### config.mk
export PLATFORM = sky130hd
export DESIGN_NAME = player_sprite_fetch
export DESIGN_NICKNAME = d
export VERILOG_FILES = /design/src/rtl/player_sprite_fetch.sv
export SDC_FILE = /design/constraint.sdc
export NUM_CORES = 1
export LEC_CHECK = 0
export ABC_AREA = 1
export ABC_CLOCK_PERIOD_IN_PS = 3800
export CAP_MARGIN = 20
export CELL_PAD_IN_SITES_DETAIL_PLACEMENT = 0
export CELL_PAD_IN_SITES_GLOBAL_PLACEMENT = 1
export CORE_AREA = 2 2 94 96
export CTS_CLUSTER_DIAMETER = 100
export CTS_CLUSTER_SIZE = 20
export DETAILED_ROUTE_END_ITERATION = 12
export DIE_AREA = 0 0 96 98
export GPL_ROUTABILITY_DRIVEN = 0
export GPL_TIMING_DRIVEN = 0
export PLACE_DENSITY_LB_ADDON = 0.1
export SLEW_MARGIN = 20
export SYNTH_ARGS = -nofsm -noshare
export SYNTH_HDL_FRONTEND = slang
export SYNTH_SLANG_ARGS = --single-unit
### constraint.sdc
create_clock -name Clk -period 3.8 [get_ports Clk]
set_clock_uncertainty 0.1 [all_clocks]
set_input_delay 0.95 -clock Clk [delete_from_list [all_inputs] [get_ports Clk]]
set_output_delay 0.95 -clock Clk [all_outputs]
set_load 0.02 [all_outputs]
### src/rtl/player_sprite_fetch.sv
// player_sprite_fetch
//   Upstream stage of the colour mapper. Converts the current pixel and the
//   player's top-left corner into a sprite-ROM address, and returns the hit
//   flag and the palette index two clocks after DrawX/DrawY. It also owns the
//   player animation FSM: IDLE pose 0, WALK poses 1..N_FRAMES-2, JUMP pose
//   N_FRAMES-1.
//
//   Optional feature macro: SPRITE_FLIP_EN
//     defined   : facing_left is latched on frame_start and, when set, mirrors
//                 the sprite horizontally.
//     undefined : facing_left is ignored and columns are never mirrored.
module player_sprite_fetch #(
    parameter int SPR_W      = 32,
    parameter int SPR_H      = 48,
    parameter int N_FRAMES   = 4,
    parameter int FRAME_HOLD = 8,
    parameter int ADDR_W     = 13
) (
    input  logic              Clk,
    input  logic              Reset,
    input  logic              frame_start,
    input  logic [9:0]        DrawX,
    input  logic [9:0]        DrawY,
    input  logic [9:0]        PlayerX,
    input  logic [9:0]        PlayerY,
    input  logic              moving,
    input  logic              jumping,
    input  logic              facing_left,
    output logic [ADDR_W-1:0] rom_addr,
    input  logic [4:0]        rom_data,
    output logic              is_player,
    output logic [4:0]        stand_data_out
);

    localparam int POSE_W = (N_FRAMES > 1) ? $clog2(N_FRAMES) : 1;
    localparam int HOLD_W = (FRAME_HOLD > 1) ? $clog2(FRAME_HOLD) : 1;

    typedef enum logic [1:0] {
        ST_IDLE,
        ST_WALK,
        ST_JUMP
    } state_t;

    state_t              r_state;
    state_t              w_state_nx;
    logic [POSE_W-1:0]   r_pose;
    logic [POSE_W-1:0]   w_pose_nx;
    logic [HOLD_W-1:0]   r_hold_cnt;
    logic [HOLD_W-1:0]   w_hold_nx;

    logic [10:0]         w_x_end;
    logic [10:0]         w_y_end;
    logic                w_hit;
    logic [9:0]          w_rel_x;
    logic [9:0]          w_rel_y;
    logic [ADDR_W-1:0]   w_col;
    logic [ADDR_W-1:0]   w_row;
    logic [ADDR_W-1:0]   w_addr;

    logic [ADDR_W-1:0]   r_rom_addr;
    logic                r_hit_d;
    logic                r_is_player;
    logic [4:0]          r_stand_data;

    // Animation state register; only moves when the next-state logic says so.
    // NOTE: sequential state uses non-blocking (<=) so every flop samples
    // pre-edge values regardless of statement order.
    always_ff @(posedge Clk or posedge Reset) begin
        if (Reset) begin
            r_state    <= ST_IDLE;
            r_pose     <= '0;
            r_hold_cnt <= '0;
        end else begin
            r_state    <= w_state_nx;
            r_pose     <= w_pose_nx;
            r_hold_cnt <= w_hold_nx;
        end
    end

    // Next-state logic: pose is frozen except on the frame_start cycle.
    // NOTE: every output gets a default first so no path leaves a variable
    // unassigned, which would otherwise infer a latch.
    always_comb begin
        w_state_nx = r_state;
        w_pose_nx  = r_pose;
        w_hold_nx  = r_hold_cnt;
        if (frame_start) begin
            if (jumping) begin
                w_state_nx = ST_JUMP;
                w_pose_nx  = POSE_W'(N_FRAMES - 1);
                w_hold_nx  = '0;
            end else if (moving) begin
                w_state_nx = ST_WALK;
                if (r_state != ST_WALK) begin
                    w_pose_nx = POSE_W'(1);
                    w_hold_nx = '0;
                end else if (r_hold_cnt == HOLD_W'(FRAME_HOLD - 1)) begin
                    w_hold_nx = '0;
                    w_pose_nx = (r_pose == POSE_W'(N_FRAMES - 2)) ? POSE_W'(1)
                                                                  : r_pose + POSE_W'(1);
                end else begin
                    w_hold_nx = r_hold_cnt + HOLD_W'(1);
                end
            end else begin
                w_state_nx = ST_IDLE;
                w_pose_nx  = '0;
                w_hold_nx  = '0;
            end
        end
    end

`ifdef SPRITE_FLIP_EN
    logic r_facing;

    // Facing direction is sampled with the pose so a frame never mixes both.
    always_ff @(posedge Clk or posedge Reset) begin
        if (Reset) begin
            r_facing <= 1'b0;
        end else if (frame_start) begin
            r_facing <= facing_left;
        end
    end

    // Column select, mirrored when the latched facing points left.
    always_comb begin
        w_col = r_facing ? (ADDR_W'(SPR_W - 1) - ADDR_W'(w_rel_x)) : ADDR_W'(w_rel_x);
    end
`else
    logic w_unused_facing;
    assign w_unused_facing = facing_left;

    // Column select without mirroring.
    always_comb begin
        w_col = ADDR_W'(w_rel_x);
    end
`endif

    // Hit test in 11 bits so a sprite near the right/bottom edge never wraps.
    always_comb begin
        w_x_end = {1'b0, PlayerX} + 11'(SPR_W);
        w_y_end = {1'b0, PlayerY} + 11'(SPR_H);
        w_hit   = (DrawX >= PlayerX) && ({1'b0, DrawX} < w_x_end) &&
                  (DrawY >= PlayerY) && ({1'b0, DrawY} < w_y_end);
        w_rel_x = DrawX - PlayerX;
        w_rel_y = DrawY - PlayerY;
    end

    // Address from the current (pre-update) pose, row and column.
    always_comb begin
        w_row  = ADDR_W'(r_pose) * ADDR_W'(SPR_H) + ADDR_W'(w_rel_y);
        w_addr = w_row * ADDR_W'(SPR_W) + w_col;
    end

    // Stage 0: present the ROM address and remember whether it was a hit.
    always_ff @(posedge Clk or posedge Reset) begin
        if (Reset) begin
            r_rom_addr <= '0;
            r_hit_d    <= 1'b0;
        end else begin
            r_rom_addr <= w_hit ? w_addr : '0;
            r_hit_d    <= w_hit;
        end
    end

    // Stage 1: capture the ROM data, masked to transparent outside the box.
    always_ff @(posedge Clk or posedge Reset) begin
        if (Reset) begin
            r_is_player  <= 1'b0;
            r_stand_data <= '0;
        end else begin
            r_is_player  <= r_hit_d;
            r_stand_data <= r_hit_d ? rom_data : 5'd0;
        end
    end

    assign rom_addr       = r_rom_addr;
    assign is_player      = r_is_player;
    assign stand_data_out = r_stand_data;

endmodule

---- After elaboration in Yosys (flattened, before gate mapping) ----
Index checks and enable logic that the tools add are counted.
cells by class
  $add $sub $neg .......................... 8
  multiply operators ...................... 1
  order comparisons ....................... 4
  equal/unequal tests ..................... 4
  multiplexer cells ....................... 13
  reductions and logical operators ........ 4
operators by type and width
  cell                                              number
  adder 10 x 6 -> 11 bit, second input constant     2
  less-than comparator 10 x 11 -> 1 bit             2
  greater-or-equal comparator 10 bit                2
  adder 13 x 10 -> 13 bit                           1
  2-to-1 mux 13 bit                                 1
  2-to-1 mux 2 bit                                  6
  2-to-1 mux 3 bit                                  4
  subtractor 10 bit                                 1
  adder 8 bit                                       1
  subtractor 8 bit                                  1
  2-to-1 mux 5 bit                                  1
  multiplier 2 x 2 -> 4 bit, second input constant  1
  != test 4 x 1 -> 1 bit, second input constant     1
  adder 3 x 1 -> 3 bit, second input constant       1
  == test 3 bit, second input constant              1
  logical AND 1 bit                                 3
  adder 2 x 1 -> 2 bit, second input constant       1
  == test 2 bit, second input constant              1
  != test 2 x 1 -> 1 bit, second input constant     1
  AND reduction 2 bit                               1
  2-to-1 mux 1 bit                                  1
word-level totals
  register bits ........................... 27
  bits of input ports ..................... 51
  output and inout bits ................... 19
  word-level logic and storage cells ...... 41

---- Depth between registers and ports, before layout ----
Gate-level depths: netlist of the first run.
  word-level depth ........................ 6
  depth in mapped cells ................... 21
  mapped depth without buffers ............ 21

---- Least setup slack after synthesis of the first run ----
OpenSTA, ideal clock, no wires.
  path type ............................... input to register
  start point ............................. input port PlayerY[2]
  end point ............................... register r_rom_addr[12] (netlist: rom_addr[12])
  setup time .............................. 0.117 ns
  arrival ................................. 3.139 ns
  data required time ...................... 3.583 ns
  setup slack ............................. 0.443 ns
  stages .................................. 21
  buffers on the path ..................... 0
  path through ............................ inv_1 -> ha_1 -> inv_1 -> fa_1 -> inv_1 -> nand2_1 -> nand2_1 -> a21oi_1 -> xor2_1 -> inv_1 -> ha_1 -> nand2_1 -> inv_1 -> nand2_1 -> nand2_1 -> a21oi_1 -> nor2_1 -> nand2_1 -> nand2_1 -> nand2_1 -> nor2_1
between the ends
  word-level cells in the longest chain between the ends .. 4
  elaborated cells on any way between the ends .. 9
  classes of those cells .................. add/sub (4); order compare (2); mux (1); reduce/logical (2)
RTL lines
  item                                                          line      source
  start, declared                                               25        input logic [9:0] PlayerY,
  subtractor 8 bit (tied with other cells)                      145       w_rel_y = DrawY - PlayerY;
  adder 8 bit (tied with other cells)                           150       w_row = ADDR_W'(r_pose) * ADDR_W'(SPR_H) + ADDR_W'(w_rel_y);
  adder 13 x 10 -> 13 bit or logical AND 1 bit (tied branches)  151, 143
  2-to-1 mux 13 bit (*)                                         160       r_rom_addr <= w_hit ? w_addr : '0;
  end signal, assigned                                          160
  end, declared                                                 60        logic [ADDR_W-1:0] r_rom_addr;
Mark *: on every way between the ends. The rest lies on a longest branch, timed or not.
A chain may end at the register's enable or synchronous reset.

---- Worst setup path in the final report of the first run ----
  start point ............................. input port PlayerX[2]
  end point ............................... register r_rom_addr[11] (netlist: rom_addr[11])
between the ends
  word-level cells in the longest chain between the ends .. 6
  elaborated cells on any way between the ends .. 9
  classes of those cells .................. add/sub (3); order compare (2); mux (1); reduce/logical (3)
RTL lines
  item                                   line  source
  start, declared                        24    input logic [9:0] PlayerX,
  adder 10 x 6 -> 11 bit                 140   w_x_end = {1'b0, PlayerX} + 11'(SPR_W);
  less-than comparator 10 x 11 -> 1 bit  142   w_hit = (DrawX >= PlayerX) && ({1'b0, DrawX} < w_x_end) &&
  logical AND 1 bit (2 in series)        142
  logical AND 1 bit                      143   (DrawY >= PlayerY) && ({1'b0, DrawY} < w_y_end);
  2-to-1 mux 13 bit (*)                  160
Marks and branches as above.

==> results of run 1 <==
[Yosys cell counts, drive strengths merged]
library cell and number:
a21o 3, a21oi 23, a22o 1, a31oi 3, a32o 1, buf 1, dfrtp 27, fa 9
ha 49, inv 79, nand2 96, nand3 18, nand3b 3, nand4 4, nor2 46, nor3 2
o21a 1, o21ai 6, o21bai 2, o31ai 1, xnor2 10, xor2 12
[repair_timing]
| item | CTS | global route |
|---|---|---|
| pin swaps | 0 | 5 |
| gates resized for setup | 1 | 16 |
| setup buffers | 0 | 5 |
| setup endpoints to repair | 1 | 3 |
[flip-flops by register name, summed over array words and instances, names as in the netlist]
register,count
r_pose,2
r_hit_d,1
rom_addr,13
r_hold_cnt,3
r_state,2
stand_data_out,5
is_player,1
[path summary, 6_finish.rpt]
| path | endpoint | slack (ps) |
|---|---|---|
| worst max register to register | rom_addr[12]$_DFF_PP0_ | 1030 |
| worst min register to register | is_player$_DFF_PP0_ | 390 |
| worst max-delay path | rom_addr[11]$_DFF_PP0_ | 190 |
| worst min-delay path | is_player$_DFF_PP0_ | 390 |
| min in group asynchronous | stand_data_out[3]$_DFF_PP0_ | 980 |
| max in group asynchronous | r_state[1]$_DFFE_PP0P_ | 2190 |
[cell families (layout without fill, tap and decap cells)]
kind of cell,count (synthesis),count (layout)
AOI/OAI and AO/OA,41,41
xor gates and xnor gates,22,22
adders and majority gates,58,58
buffers and inverters,80,157
DFF,27,27
and+or+nand+nor,169,169
[layer usage]
metal / up-vias / part of all wire, % / track usage, % / wire length [um]
li1: 1392 / - / - / -
met1: 1129 / 49 / 19.5 / 3050
met2: 47 / 46 / 21.0 / 2830
met3: 2 / 4.0 / 1.16 / 244
met4: 0 / 0.68 / 2.97 / 42
met5: - / 0 / 0 / 0
[critical path, stage by stage]
cell                              delay (ps)
sky130_fd_sc_hd__clkdlybuf4s50_1         450
sky130_fd_sc_hd__inv_1                    40
sky130_fd_sc_hd__ha_1                    360
sky130_fd_sc_hd__a21oi_2                 210
sky130_fd_sc_hd__nand2_2                 110
sky130_fd_sc_hd__a21oi_2                 180
sky130_fd_sc_hd__buf_4                   130
sky130_fd_sc_hd__xnor2_1                  60
sky130_fd_sc_hd__ha_1                    260
sky130_fd_sc_hd__fa_1                    410
sky130_fd_sc_hd__nand3_1                  80
sky130_fd_sc_hd__nand2_1                  80
sky130_fd_sc_hd__nand2_1                  60
sky130_fd_sc_hd__a21oi_1                  70
sky130_fd_sc_hd__xnor2_1                 160
sky130_fd_sc_hd__nor2_2                   60
[layout make-up]
cell class | instances | share of cell area, %
repair buffers | 73 | 18.6
plain buffers | 1 | 0.290
clock inverters | 1 | 0.226
inverters | 79 | 7.64
multi-input cells | 290 | 51.3
clock buffers | 3 | 1.06
flip-flops and latches | 27 | 17.4
well taps | 108 | 3.48
[power by group through the flow]
stage               logic, mW  registers [mW]  clock network [mW]
detailed placement      0.622           0.318                   0
floorplan               0.429           0.335                   0
CTS                     0.629           0.313               0.175
global route            0.760           0.315               0.182
global placement        0.620           0.318                   0
finish                  0.660           0.312               0.168
[per-stage QoR]
stage                     utilization, %  hold WS (ps)
after floorplan                        -           331
after global placement              44.2           375
after detailed placement            44.2           368
after CTS                           44.8           395
after global routing                45.9           425
final                               45.9           389
==> out/summary.log, run 1 <==
qor: power.sequentialPowerShare 27.4%
qor: final_layout.sequential_cell_area 676 um^2
qor: worst_setup_path.critical_path.startpoint_type primary input
qor: detailed_routing.detail-route-antenna-nets 0
qor: power.internal_power 0.687 mW
qor: sta.max_slew.worst_pin.slew 944 ps
qor: power.combinational_share_of_power 57.9%
qor: worst_setup_path.worst-endpoint-arrival 3680 ps
qor: yosys.syn_inst 397
qor: floorplan.initial_utilization 34.6%
qor: floorplan.fp.dieH 98 um
qor: clock_network.cts-buffers-inserted 3
qor: clock_network.htree_num_levels 1
qor: clock_network.cts.path.max_buffers 2
qor: yosys.synth_sequential_area_ratio 23.1%
qor: detailed_routing.routed_via_density 4.42
qor: clock_network.path_clk_slew 100 ps
qor: final_layout.antenna_cells_inserted 0
qor: clock_network.cts_tree done
qor: sta.timing_max_transition_violations_final 0
qor: global_routing.gr-usage-all-layers 13.3%
qor: final_layout.mostFrequentLayoutCell sky130_fd_sc_hd__nand2_1
qor: global_routing.grt_first_pass_wirelength 10300 um
qor: clock_network.clkLatencyLatePin 270 ps
qor: job.drv.max_cap_violation_count 0
qor: yosys.synth_mux_area_share 0%
qor: sta.finalHoldViolations 0
qor: final_layout.multi_input_comb_area 1990 um^2
qor: yosys.post_synthesis_cell_area 2930 um^2
qor: yosys.post_synth_fa_ha_maj_area_fraction 27.1%
qor: floorplan.placeable_core_region 8470 um^2
qor: final_layout.postLayoutCellArea 3880 um^2
qor: worst_setup_path.rr_worst_depth 17
qor: global_routing.grt_pass1_vias 2412
qor: yosys.synth-seq-cells 27
qor: global_routing.grt_antenna_before_repair 0
qor: place.io_buffers 68
qor: place.post-place-cells 573
qor: detailed_routing.drt-wirelength-per-cell 10.6 um
qor: yosys.number_of_nets_in_the_synthesized_netlist 506
qor: yosys.synth_top_cells_by_area sky130_fd_sc_hd__dfrtp_1, sky130_fd_sc_hd__ha_1, sky130_fd_sc_hd__nand2_1, sky130_fd_sc_hd__inv_1, sky130_fd_sc_hd__fa_1
qor: yosys.yosys_warnings 0
qor: worst_setup_path.worstReg2RegStart r_pose[0]$_DFFE_PP0P_
qor: sta.post-route-worst-setup-slack 188 ps
qor: sta.timing.setup.tns 0 ps
qor: worst_setup_path.worstPathRequired 3870 ps
qor: yosys.synth_largest_type_area_fraction 23.1%
qor: detailed_routing.route.vias.total 2570
qor: floorplan.die_width 96 um
qor: run_status.status finished, final reports clean
qor: power.p_sw 0.454 mW
qor: sta.layout_min_cycle_time 3610 ps
qor: clock_network.clock_sink_count 27
qor: final_layout.final_net_count 584
qor: place.post_place_setup_slack -346 ps
qor: power.power.switching_fraction 39.8%
qor: power.vdd_drop_max 0.143 mV
qor: sta.timing.final.setup_violations 0
qor: detailed_routing.finalWirelength 6170 um
qor: power.total_leakage_power 2.08 nW
qor: worst_setup_path.path_class primary input to flip-flop
qor: final_layout.post_layout_nonfiller_instances 582
qor: final_layout.mostFrequentLayoutCells sky130_fd_sc_hd__nand2_1, sky130_fd_sc_hd__inv_1, sky130_fd_sc_hd__clkdlybuf4s50_1, sky130_fd_sc_hd__ha_1, sky130_fd_sc_hd__nor2_1
qor: final_layout.area_growth_syn_to_layout 32.8%
qor: power.clock_power_share 14.7%
qor: global_routing.grt_max_degree 28
qor: power.totalPowerFinal 1.14 mW
qor: yosys.synth_top_family_by_area adder cells
qor: worst_setup_path.critPathMaxFanout 6
qor: sta.timing.fmax 0.277 GHz
qor: min_path.min_delay_path_depth 0
qor: power.power-per-cell-area 294 nW/um^2
qor: sta.slew_headroom 36.7%
qor: yosys.yosysUniqueCellTypes 27
qor: clock_network.ctsHoldBuffers 0
qor: sta.min_period_over_period 95.0%
qor: yosys.synth_compound_area_share 8.21%
qor: detailed_routing.drc_errors 0
qor: min_path.hold_path.class flip-flop to flip-flop
qor: floorplan.io_pins 70
qor: min_path.hold_path.startpoint r_hit_d$_DFF_PP0_
qor: final_layout.fraction_of_final_layout_cells_with_drive_strength_greater_than_1 8.02%
qor: yosys.yosys.area_share.simple 24.5%
qor: detailed_routing.first_iter_violations 80
qor: worst_setup_path.setup.worst_path.end_class flip-flop
qor: global_routing.global_route.overflow_total 0
qor: yosys.synth_xor_xnor_area_share 6.59%
qor: yosys.largest_area_contributor_in_the_synthesized_netlist sky130_fd_sc_hd__dfrtp_1
qor: floorplan.die_area 9410 um^2
qor: detailed_routing.drt_pass1_iterations 4
qor: final_layout.num-fill-cells 886
qor: yosys.synth.avg_cell_area 7.37 um^2
qor: floorplan.floorplan.rows 34
qor: worst_setup_path.setup.worst_path.start PlayerX[2]
qor: place.placed_cell_area 3740 um^2
qor: clock_network.clock_tree.root_cell sky130_fd_sc_hd__clkbuf_8
qor: place.place_hpwl 5380 um
(Power assumes the default switching activity.)
==> inputs of run 2 (changes only) <==
--- a/config.mk
+++ b/config.mk
@@ -5,16 +5,15 @@
 export SDC_FILE = /design/constraint.sdc
 export NUM_CORES = 1
 export LEC_CHECK = 0
-export ABC_AREA = 1
 export ABC_CLOCK_PERIOD_IN_PS = 3800
 export CAP_MARGIN = 20
 export CELL_PAD_IN_SITES_DETAIL_PLACEMENT = 0
 export CELL_PAD_IN_SITES_GLOBAL_PLACEMENT = 1
-export CORE_AREA = 2 2 94 96
+export CORE_AREA = 2 2 89 91
 export CTS_CLUSTER_DIAMETER = 100
 export CTS_CLUSTER_SIZE = 20
 export DETAILED_ROUTE_END_ITERATION = 12
-export DIE_AREA = 0 0 96 98
+export DIE_AREA = 0 0 91 93
 export GPL_ROUTABILITY_DRIVEN = 0
 export GPL_TIMING_DRIVEN = 0
 export PLACE_DENSITY_LB_ADDON = 0.1
@@ -22,3 +21,4 @@
 export SYNTH_ARGS = -nofsm -noshare
 export SYNTH_HDL_FRONTEND = slang
 export SYNTH_SLANG_ARGS = --single-unit
+export TNS_END_PERCENT = 100
==> out/summary.log, run 2 <==
qor: yosys.largest_area_contributor_in_the_synthesized_netlist sky130_fd_sc_hd__dfrtp_1
qor: worst_setup_path.worstPathRequired 3860 ps
qor: sta.timing.fmax 0.273 GHz
qor: yosys.synth.avg_cell_area 9.11 um^2
qor: floorplan.die_width 91 um
qor: detailed_routing.first_iter_violations 34
qor: sta.min_period_over_period 96.2%
qor: yosys.yosys_warnings 0
qor: clock_network.clock_sink_count 27
qor: yosys.number_of_enable_flip_flop_cells_after_synthesis 0
qor: global_routing.grt_first_pass_wirelength 10300 um
qor: global_routing.grt_pass1_vias 2383
qor: worst_setup_path.path_class primary input to flip-flop
qor: sta.post-route-worst-setup-slack 143 ps
qor: final_layout.fraction_of_final_layout_cells_with_drive_strength_greater_than_1 15.8%
qor: clock_network.cts_tree done
qor: sta.finalHoldViolations 0
qor: yosys.synth-seq-cells 27
qor: job.drv.max_cap_violation_count 0
qor: floorplan.fp.dieH 93 um
qor: sta.timing_max_transition_violations_final 0
qor: clock_network.ctsHoldBuffers 0
qor: power.total_leakage_power 1.83 nW
qor: yosys.synth_largest_type_area_fraction 24.1%
qor: clock_network.path_clk_slew 90 ps
qor: worst_setup_path.max_stage_delay 420 ps
qor: min_path.hold_path.class flip-flop to flip-flop
qor: power.totalPowerFinal 1.09 mW
qor: yosys.post_synthesis_cell_area 2810 um^2
qor: power.vdd_drop_max 0.150 mV
qor: place.post_place_setup_slack -720 ps
qor: global_routing.grt_antenna_before_repair 0
qor: detailed_routing.routed_via_density 4.84
qor: clock_network.clock_tree.root_cell sky130_fd_sc_hd__clkbuf_8
qor: yosys.number_of_nets_in_the_synthesized_netlist 417
qor: detailed_routing.detail-route-antenna-nets 0
qor: detailed_routing.drc_errors 0
qor: sta.layout_min_cycle_time 3660 ps
qor: yosys.yosysUniqueCellTypes 51
qor: worst_setup_path.worst-endpoint-arrival 3720 ps
qor: global_routing.grt_max_degree 28
qor: sta.slew_headroom 39.2%
qor: clock_network.cts.path.max_buffers 2
qor: detailed_routing.finalWirelength 6050 um
qor: floorplan.die_area 8460 um^2
qor: yosys.syn_inst 308
qor: worst_setup_path.ff2ff_setup_slack 960 ps
qor: worst_setup_path.critPathMaxFanout 2
qor: yosys.yosys-top-cells-count sky130_fd_sc_hd__ha_1, sky130_fd_sc_hd__inv_1, sky130_fd_sc_hd__dfrtp_1
qor: sta.max_slew.worst_pin.slew 907 ps
qor: final_layout.mostFrequentLayoutCell sky130_fd_sc_hd__clkdlybuf4s50_1
qor: clock_network.htree_num_levels 1
qor: floorplan.initial_utilization 37.3%
qor: final_layout.mostFrequentLayoutCells sky130_fd_sc_hd__clkdlybuf4s50_1, sky130_fd_sc_hd__ha_1, sky130_fd_sc_hd__inv_1, sky130_fd_sc_hd__dfrtp_1, sky130_fd_sc_hd__nor2_1
qor: detailed_routing.drt-wirelength-per-cell 12.1 um
qor: yosys.synth_sequential_area_ratio 24.1%
qor: worst_setup_path.crit_chain clkbuf_2, inv_2, ha_2, inv_2, fa_2, a211oi_4, nor2_2, o21a_1, nor2_4, xnor2_2, ha_1, a211oi_2, o21bai_1, a21oi_2, buf_4, xor2_1, nor2_1
qor: run_status.status finished, final reports clean
qor: yosys.synth_ff_type sky130_fd_sc_hd__dfrtp_1
qor: place.io_buffers 68
qor: clock_network.clkLatencyLatePin 270 ps
qor: place.place_hpwl 5090 um
qor: yosys.most_frequent_cell_after_synthesis sky130_fd_sc_hd__ha_1
qor: final_layout.num-fill-cells 746
qor: floorplan.floorplan.rows 32
qor: floorplan.placeable_core_region 7530 um^2
qor: clock_network.cts-buffers-inserted 3
qor: final_layout.largest_register_ffs 13
qor: global_routing.global_route.overflow_total 0
qor: power.power-per-cell-area 279 nW/um^2
qor: global_routing.gr-usage-all-layers 14.6%
qor: sta.timing.final.setup_violations 0
qor: worst_setup_path.slowest_stage sky130_fd_sc_hd__fa_2
qor: final_layout.area_growth_syn_to_layout 39.3%
qor: detailed_routing.drt_pass1_iterations 4
qor: worst_setup_path.critical_path.startpoint_type primary input
qor: yosys.synth_top_cells_by_area sky130_fd_sc_hd__dfrtp_1, sky130_fd_sc_hd__ha_1, sky130_fd_sc_hd__fa_1, sky130_fd_sc_hd__inv_1, sky130_fd_sc_hd__xnor2_1
qor: floorplan.io_pins 70
qor: yosys.ys_async_sr_fraction 100%
qor: final_layout.antenna_cells_inserted 0
qor: worst_setup_path.most_used_cell_along_the_critical_path sky130_fd_sc_hd__inv_2
qor: final_layout.final_net_count 508
qor: worst_setup_path.setup.worst_path.end_class flip-flop
qor: detailed_routing.route.vias.total 2420
## run 2: kinds of logic (layout without fill, tap and decap cells)
group,after synthesis,after routing,share of synthesized area (%)
multiplexers,2,2,0.758
buffers and inverters,47,137,6.56
AND/OR/NAND/NOR,87,87,18.0
adder cells (fa/ha/maj),58,58,28.3
XOR/XNOR,20,20,6.24
flip-flops,27,27,24.1
AO/OA/AOI/OAI,67,67,16.1
## run 2: repair_timing
| action | in CTS | in global routing |
|---|---|---|
| pin swaps | 17 | 17 |
| buffers inserted | 15 | 3 |
| resized for setup | 20 | 22 |
| endpoints found under the setup margin | 4 | 5 |
| hold endpoints to repair | 0 | 0 |
## run 2: per-stage QoR
stage	TNS, ps	hold WS [ps]	instance area [um^2]	std cells	util, %
2_1_floorplan	0	296	2810	308	-
4_1_cts	0	354	3820	497	50.8
5_1_grt	-12.0	383	3910	500	51.9
6_report	0	341	3910	500	51.9
3_5_place_dp	-3110	333	3610	478	48.0
3_3_place_gp	-3000	327	3610	478	48.0
## run 2: final cells by class
cell class	instances	area [um^2]	share of cell area [%]
multi-input cells	234	2060	52.6
repair buffers	86	813	20.8
flip-flops and latches	27	676	17.3
inverters	45	169	4.32
well taps	102	128	3.27
clock buffers	3	41.3	1.06
plain buffers	2	15.0	0.384
clock inverters	1	8.76	0.224
## run 2: path summary, 6_finish.rpt
check | end | cells past startpoint | start
min in group asynchronous | rom_addr[10]$_DFF_PP0_ | 2 | Reset
setup reg to reg | rom_addr[12]$_DFF_PP0_ | 11 | r_pose[0]$_DFFE_PP0P_
setup / recovery | rom_addr[10]$_DFF_PP0_ | 17 | DrawX[0]
hold / removal | is_player$_DFF_PP0_ | 0 | r_hit_d$_DFF_PP0_
max in group asynchronous | r_state[1]$_DFFE_PP0P_ | 2 | Reset
hold reg to reg | is_player$_DFF_PP0_ | 0 | r_hit_d$_DFF_PP0_
## run 2: critical path, delay by kind of cell
kind,cells,cell delay [ps]
compound gates,5,1040
xor+xnor,2,280
fa+ha+maj,3,890
buf+inv,4,300
simple gates,3,260
## run 2: per-layer routing
layer | vias to the layer above | wire length [um] | global-route usage [%]
li1 | 1248 | - | -
met1 | 1114 | 2910 | 19.6
met2 | 52 | 2820 | 25.1
met3 | 6 | 240 | 1.45
met4 | 0 | 75 | 4.17
met5 | - | 0 | 0
## run 2: power breakdown
part / internal [mW] / switching (mW)
clock: 0.0766 / 0.0853
sequential: 0.301 / 0.00591
combinational: 0.319 / 0.301
total: 0.697 / 0.393
==> inputs of run 3 (changes only) <==
--- a/config.mk
+++ b/config.mk
@@ -6,7 +6,6 @@
 export NUM_CORES = 1
 export LEC_CHECK = 0
 export ABC_CLOCK_PERIOD_IN_PS = 3800
-export CAP_MARGIN = 20
 export CELL_PAD_IN_SITES_DETAIL_PLACEMENT = 0
 export CELL_PAD_IN_SITES_GLOBAL_PLACEMENT = 1
 export CORE_AREA = 2 2 89 91
==> results of run 3 <==
Same layout as run 2: the final DEF is identical, and so are final timing and power.
